[src/rtl/fb_fill_engine.sv]
// fb_fill_engine: Avalon-MM burst master filling a clipped framebuffer rectangle, with vsync-aligned double-buffer swap
module fb_fill_engine #(
    parameter int ADDR_W = 32,
    parameter int DATA_W = 16,
    parameter int H_RES = 320,
    parameter int V_RES = 240,
    parameter logic [ADDR_W-1:0] BASE0 = 32'h0000_0000,
    parameter logic [ADDR_W-1:0] BASE1 = 32'h0002_5800,
    parameter int MAX_BURST = 8
) (
    input  logic                         clk,
    input  logic                         reset,
    input  logic                         start,
    input  logic [DATA_W-1:0]            color,
    input  logic [15:0]                  x0,
    input  logic [15:0]                  y0,
    input  logic [15:0]                  w,
    input  logic [15:0]                  h,
    input  logic                         swap_req,
    input  logic                         vsync,
    output logic                         busy,
    output logic                         done,
    output logic                         front_sel,
    output logic [ADDR_W-1:0]            m_address,
    output logic                         m_write,
    output logic [DATA_W-1:0]            m_writedata,
    output logic [DATA_W/8-1:0]          m_byteenable,
    output logic [$clog2(MAX_BURST):0]   m_burstcount,
    input  logic                         m_waitrequest
);
    localparam int BPP = DATA_W / 8;
    localparam int BCW = $clog2(MAX_BURST) + 1;

    typedef enum logic [1:0] {IDLE, ROW, BURST, DONE} state_t;
    state_t state, state_nx;

    logic [DATA_W-1:0] col;
    logic [ADDR_W-1:0] base, row_addr;
    logic [15:0] xr, yr, wc, hc, r, rem, w_clip, h_clip;
    logic [BCW-1:0] cnt, row_bc, nxt_bc;
    logic signed [16:0] xspan, yspan;
    logic pend, apply, front_nx, fill_ok, last, more_rows;

    function automatic logic [BCW-1:0] bc_of(input logic [15:0] n);
        return (n >= 16'(MAX_BURST)) ? BCW'(MAX_BURST) : BCW'(n);
    endfunction

    // signed spans so an origin beyond the edge yields a non-positive span
    assign xspan = $signed(17'(H_RES)) - $signed({1'b0, x0});
    assign yspan = $signed(17'(V_RES)) - $signed({1'b0, y0});
    assign w_clip = ($signed({1'b0, w}) < xspan) ? w : xspan[15:0];
    assign h_clip = ($signed({1'b0, h}) < yspan) ? h : yspan[15:0];
    assign fill_ok = !(xspan <= 17'sd0 || yspan <= 17'sd0 || w == 16'd0 || h == 16'd0);
    assign apply = vsync && (pend || swap_req) && state == IDLE;
    assign front_nx = front_sel ^ apply;
    assign last = state == BURST && !m_waitrequest && cnt == BCW'(1);
    assign more_rows = ({1'b0, r} + 17'd1) < {1'b0, hc};
    assign row_bc = bc_of(wc);
    assign nxt_bc = bc_of(rem);
    assign row_addr = base + ((ADDR_W'(yr) + ADDR_W'(r)) * ADDR_W'(H_RES) + ADDR_W'(xr)) * ADDR_W'(BPP);
    assign m_writedata = col;
    assign m_byteenable = '1;

    // state register
    always_ff @(posedge clk or posedge reset) begin
        if (reset) state <= IDLE;
        else state <= state_nx;
    end

    // next-state: bursts chain within a row, one ROW cycle between rows
    always_comb begin
        state_nx = state == IDLE  ? (start ? (fill_ok ? ROW : DONE) : IDLE) :
                   state == ROW   ? BURST :
                   state == BURST ? (!last ? BURST : rem != 16'd0 ? BURST : more_rows ? ROW : DONE) :
                                    IDLE;
    end

    // state-decoded outputs so reset clears them immediately
    always_comb begin
        busy = state == ROW || state == BURST;
        done = state == DONE;
        m_write = state == BURST;
    end

    // swap is pending until a vsync seen while idle; a same-cycle start sees the new front
    always_ff @(posedge clk or posedge reset) begin
        if (reset) begin
            front_sel <= 1'b0;
            pend <= 1'b0;
        end else begin
            front_sel <= front_nx;
            pend <= !apply && (pend || swap_req);
        end
    end

    // fill datapath: latch request, compute row start, advance bursts on accepted beats
    always_ff @(posedge clk or posedge reset) begin
        if (reset) begin
            col <= '0;
            base <= '0;
            xr <= '0;
            yr <= '0;
            wc <= '0;
            hc <= '0;
            r <= '0;
            rem <= '0;
            cnt <= '0;
            m_address <= '0;
            m_burstcount <= '0;
        end else begin
            if (state == IDLE && start) begin
                col <= color;
                base <= front_nx ? BASE0 : BASE1;
                xr <= x0;
                yr <= y0;
                wc <= w_clip;
                hc <= h_clip;
                r <= '0;
            end
            if (state == ROW) begin
                m_address <= row_addr;
                m_burstcount <= row_bc;
                cnt <= row_bc;
                rem <= wc - 16'(row_bc);
            end
            if (state == BURST && !m_waitrequest) begin
                cnt <= cnt - 1'b1;
                if (cnt == BCW'(1)) begin
                    if (rem != 16'd0) begin
                        m_address <= m_address + ADDR_W'(m_burstcount) * ADDR_W'(BPP);
                        m_burstcount <= nxt_bc;
                        cnt <= nxt_bc;
                        rem <= rem - 16'(nxt_bc);
                    end else begin
                        r <= r + 1'b1;
                    end
                end
            end
        end
    end
endmodule

[config.mk]
export PLATFORM = sky130hd
export DESIGN_NAME = fb_fill_engine
export DESIGN_NICKNAME = d
export VERILOG_FILES = /design/src/rtl/fb_fill_engine.sv
export SDC_FILE = /design/constraint.sdc
export NUM_CORES = 1
export LEC_CHECK = 0
export BUFFER_PORTS_ARGS = -buffer_cell sky130_fd_sc_hd__buf_2
export CAP_MARGIN = 40
export CELL_PAD_IN_SITES_DETAIL_PLACEMENT = 0
export CELL_PAD_IN_SITES_GLOBAL_PLACEMENT = 1
export CORE_MARGIN = 5
export CORE_UTILIZATION = 41
export DETAILED_ROUTE_END_ITERATION = 10
export PLACE_DENSITY_LB_ADDON = 0.1
export SETUP_SLACK_MARGIN = 0.15
export SYNTH_ARGS = -nofsm -noshare
export SYNTH_HDL_FRONTEND = slang
export SYNTH_SLANG_ARGS = --single-unit
[constraint.sdc]
create_clock -name clk -period 5.1 [get_ports clk]
set_clock_uncertainty 0.05 [all_clocks]
set_input_delay 0 -clock clk [delete_from_list [all_inputs] [get_ports clk]]
set_output_delay 0 -clock clk [all_outputs]
set_load 0.05 [all_outputs]
== Yosys cells after proc, flatten, opt, wreduce, memory -nomap -nowiden ==
Cells that the tools add are included.

* Flip-flop bits (word level): 188
* Latch bits: 0
* Bits in writable memories: 0
* Bits in read-only memories: 0
* Bits of input ports: 86
* Output and inout bits: 58
* Memories kept: 0

* Add/sub/neg operators: 11
* Multiply operators: 1
* Div/mod/pow operators: 0
* Magnitude comparators: 7
* Equality and inequality tests: 4
* Shift operators: 0
* Mux-type cells: 33
* Bitwise logic cells: 1
* Reduce and logical (&&, ||, !) cells: 18

{| class="wikitable"
|+ Operators with widths
! operator !! number
|-
| $mux 16 || 10
|-
| $mux 32 || 4
|-
| $mux 4 || 10
|-
| $le 17x1->1 const B || 2
|-
| $lt 17x17->1 || 2
|-
| $add 32x28->32 || 1
|-
| $add 32x5->32 || 1
|-
| $ge 16x4->1 const B || 2
|-
| $logic_not 16->1 || 2
|-
| $sub 16x4->16 || 2
|-
| $add 26x16->27 || 1
|-
| $mul 17x3->20 const B || 1
|-
| $mux 18 || 1
|-
| $add 16x1->17 const B || 1
|-
| $add 16x16->17 || 1
|-
| $lt 17x16->1 || 1
|-
| $sub 8x16->17 const A || 1
|-
| $sub 9x16->17 const A || 1
|-
| $add 16x1->16 const B || 1
|-
| $mux 2 || 8
|-
| $reduce_bool 16->1 || 1
|-
| $logic_and 1x1->1 || 6
|-
| $logic_or 1x1->1 || 5
|-
| $eq 2x2->1 const B || 2
|-
| 7 further kinds || 8
|}

== Longest topological paths before layout ==
* Depth in word-level cells: 8
* Gate-level depth with buffers: 28
* Gate-level depth less buffers: 28

== Worst setup path after synthesis ==
Ideal clock, no wire load.

* Path type: register to register
* Start point: register r[0]
* End point: register m_address[24]
* Library setup time: 0.078 ns
* Arrival: 5.327 ns
* Required time: 4.972 ns
* Slack: -0.354 ns
* Cell stages (with the launch flop): 28
* Path buffers: 0
* Clock period less this slack: 5.454 ns
* Cell sequence: dfrtp_1 -> ha_1 -> inv_1 -> fa_1 -> nor2b_1 -> o21a_1 -> o21ai_0 -> a21oi_1 -> o21a_1 -> nor2_1 -> xnor2_1 -> ha_1 -> ha_1 -> a21oi_1 -> nand2b_1 -> xnor2_1 -> ha_1 -> a21oi_1 -> o21a_1 -> xnor2_1 -> ha_1 -> nor2_1 -> a21oi_1 -> o31ai_1 -> nor2b_1 -> or3b_1 -> xor2_1 -> a21boi_1

* Word-level cells in the longest chain between the ends: 8

{| class="wikitable"
|+ Ends and longest elaborated chain
! item !! RTL line !! source
|-
| start: declaration || 39 || <nowiki>logic [15:0] xr, yr, wc, hc, r, rem, w_clip, h_clip;</nowiki>
|-
| start signal: assignment || 135 || <nowiki>r <= r + 1'b1;</nowiki>
|-
| $add 16x16->17 (*) || 60 || <nowiki>assign row_addr = base + ((ADDR_W'(yr) + ADDR_W'(r)) * ADDR_W'(H_RES) + ADDR_W'(xr)) * ADDR_W'(BPP);</nowiki>
|-
| $mul 17x3->20 (*) || 60 ||
|-
| $add 26x16->27 (*) || 60 ||
|-
| $add 32x28->32 (*) || 60 ||
|-
| $mux 32 (*) || 120 || <nowiki>if (state == ROW) begin</nowiki>
|-
| $mux 32 || 129 || <nowiki>if (rem != 16'd0) begin</nowiki>
|-
| $mux 32 || 128 || <nowiki>if (cnt == BCW'(1)) begin</nowiki>
|-
| $mux 32 (*) || 126 || <nowiki>if (state == BURST && !m_waitrequest) begin</nowiki>
|-
| end signal: assignment || 121 || <nowiki>m_address <= row_addr;</nowiki>
|-
| end signal: assignment || 130 || <nowiki>m_address <= m_address + ADDR_W'(m_burstcount) * ADDR_W'(BPP);</nowiki>
|-
| end: declaration || 24 || <nowiki>output logic [ADDR_W-1:0] m_address,</nowiki>
|}

Mark *: on every way between the ends. The rest lies on a longest branch, timed or not.
A chain may end at the register's enable or synchronous reset.

== Worst setup path after layout ==
Ends and elaborated chain as after synthesis.

==> results.cfg <==
[run_status]
outcome = finished with violations
violations = negative setup slack

[routing]
viasPerCell = 5.457
drt_iter0_drc = 732
drc = 0
wl_per_cell_um = 17.08
ant_nets = 0
wl_um = 38490
vias = 12290
first_pass_iters = 5

[setup_path]
cp-start-kind = register
max_stage_delay_ps = 400
worst_ep_required_time_ps = 5420
crit_buf_inv = 2
slowest_stage = dfrtp_1
end_kind = register
arrival_ps = 5580
critPathMaxFanout = 2
critPathKind = register to register
crit_family = adder cells

[clock_tree]
cts_buffer_depth = 2
cts_tree = yes
path_clk_slew_ps = 80
cts_sinks = 157
numCtsBuffers = 17
clk-insertion-delay-late_ps = 460
cts_root_buf = clkbuf_16
cts_max_level = 4

[logic_synthesis]
synth_common_cells = nand2_1 (254), dfrtp_1 (157), ha_1 (120), nor2_1 (100), o21ai_0 (88)
yosysMostFrequentCell = nand2_1
synth_ff_type = dfrtp_1
syn_inst = 1519
synth-simple-area-share = 0.2310
synth.top_cell.area_share = 0.3133
synth-adder-area-share = 0.1285
ys_types = 87
yosys-top-cells-area = dfrtp_1 (31%), ha_1 (12%), nand2_1 (7.6%), xnor2_1 (5.0%), o21ai_0 (3.5%)
yosysWarningCount = 0
synth_compound_area_frac = 0.1955
avgSynthCellArea_um2 = 8.256
synthMuxAreaShare = 0.01686
ys_ff_latch = 157
synth_top_cell_by_area = dfrtp_1
synth-xor-area-share = 0.07193
netlist_area_um2 = 12540
synth_async_sr_flop_share = 1.000
synth_edf_count = 0
ys_seq_area_frac = 0.3133
synth_top_family_by_area = simple AND/OR/NAND/NOR gates

[finish]
layout.nets = 2052
drive_above_1_share = 0.2276
design_area_um2 = 16660
area_growth_pct = 32.87

[sta]
min_period_over_period = 1.031
slew_headroom = 0.4347
rsz0062_at_grt = yes
finalSetupViolCount = 7
worst_pin_slew_ps = 845.9
hold_viol = 0
drv_slew = 0
layout_min_cycle_time_ps = 5256
holdWs_ps = 161.7
timing.final.ws_setup_ps = -155.8
max_freq_mhz = 190.3

[grt]
overflow = 0
grt_pass1_vias = 12230
grt_max_degree = 83
grt_pass1_wl_um = 62120
grt_use_total = 0.2248
antenna_found_initial = 3

[power]
swShare = 0.3762
power.internal_mw = 2.528
peakVddDrop_uv = 240.1
power.total_mw = 4.052
p_comb_frac = 0.295
p_switching_mw = 1.524
power_frac_seq = 0.381
leakagePower_nw = 7.801
pwr_density_cell_nw_per_um2 = 243.2
pwr-share-clk = 0.324

[place]
dpl-instance-area_um2 = 14480
gp_congestion = 0.8715
dp_hpwl_um = 28620
port_buffers = 141

[floorplan]
fp.dieW_um = 184.9
num_rows = 64
initial_core_util = 0.4121
fp.dieArea_um2 = 34180
core-area_um2 = 30430
die_h_um = 184.9
boundaryPins = 144

[job]
max-cap-violations = 0

[hold_path]
hp-class = input port to async pin
-- path summary, 6_finish.rpt --
| kind | depth (start not counted) | slack (ps) | startpoint | end |
|---|---|---|---|---|
| worst max-delay path | 27 | -160 | r[0] | m_address[24] |
| worst min-delay path | 3 | 160 | reset | m_writedata[1] |
| worst max register to register | 27 | -160 | r[0] | m_address[24] |
| worst min register to register | 2 | 420 | m_writedata[13] | m_writedata[13] |
| max in group asynchronous | 4 | 3690 | reset | rem[13] |
| min in group clk | 4 | 220 | color[5] | m_writedata[5] |
-- metal layers --
layer / wire, µm / vias up / GRT usage / part of all wire
met5: 27 / - / 0 / 0.00070
met4: 991 / 4 / 0.07839 / 0.026
met3: 1750 / 75 / 0.03692 / 0.045
met2: 18540 / 337 / 0.3768 / 0.48
met1: 17180 / 5799 / 0.2953 / 0.45
li1: - / 6079 / - / -
-- tightest hold or removal path, cell delays in order --
cell           delay (ps)
dlygate4sd3_1         530
buf_2                 140
inv_6                 500
-- cell type report --
class | instances | area, µm²
Fill cell | 2890 | 13770
Multi-Input combinational cell | 1230 | 8738
Inverter | 79 | 301.5
Clock buffer | 18 | 439.2
Timing Repair Buffer | 356 | 2595
Antenna cell | 3 | 7.507
Clock inverter | 14 | 157.7
Sequential cell | 157 | 3929
Tap cell | 396 | 495.5
-- sequential cells by signal, summed over array words and instances, names as in the netlist --
register and count:
m_burstcount 4, rem 16, cnt 4, xr 16, m_writedata 16, base 1
wc 16, m_address 32, yr 16, hc 16, r 16, front_sel 1
state 2, pend 1
-- timing repair --
item                                    in CTS  in global routing
hold buffers                                87                  0
pin swaps                                   26                 46
gates resized for setup                     32                 68
endpoints found under the setup margin       9                 11
endpoints found under the hold margin      164                  0
buffers inserted                            11                  7
cloned                                       0                  0
-- power by group through the flow --
stage / clock network [mW] / registers [mW] / logic (mW)
final: 1.31 / 1.54 / 1.20
after global routing: 1.40 / 1.56 / 1.32
after CTS: 1.35 / 1.54 / 1.20
after detailed placement: 0 / 1.56 / 1.14
after global placement: 0 / 1.56 / 1.13
after floorplan: 0 / 1.80 / 0.555
-- cells in the final DEF, fill, tap and decap left out, types with 24 or more instances in the layout --
cell type / instances
nor4_1: 25
a21o_1: 24
nor3_1: 26
dlygate4sd3_1: 87
a21oi_1: 73
dfrtp_1: 157
nor2_1: 93
nand4_1: 26
buf_2: 141
nand2_1: 250
inv_1: 75
ha_1: 109
nand3_1: 51
buf_4: 115
o21ai_0: 86
xor2_1: 29
xnor2_1: 55
-- metrics by stage --
step	setup slack, ps	TNS, ps	instances	util
3_5_place_dp	-201.2	-653.1	2113	0.4757
2_1_floorplan	-132.5	-229.8	1522	-
4_1_cts	-44.56	-95.14	2243	0.5326
5_1_grt	-420.8	-2901	2251	0.5475
6_report	-155.8	-697.1	2253	0.5476
3_3_place_gp	-78.78	-160.0	2112	0.4751
-- kinds of logic after synthesis --
kind of cell	count (synthesis)
simple gates	607
flops	157
buf+inv	135
mux	21
fa+ha+maj	126
xor+xnor	103
compound gates	369
other cells	1
Note: power is estimated with default switching activity, not from simulation.
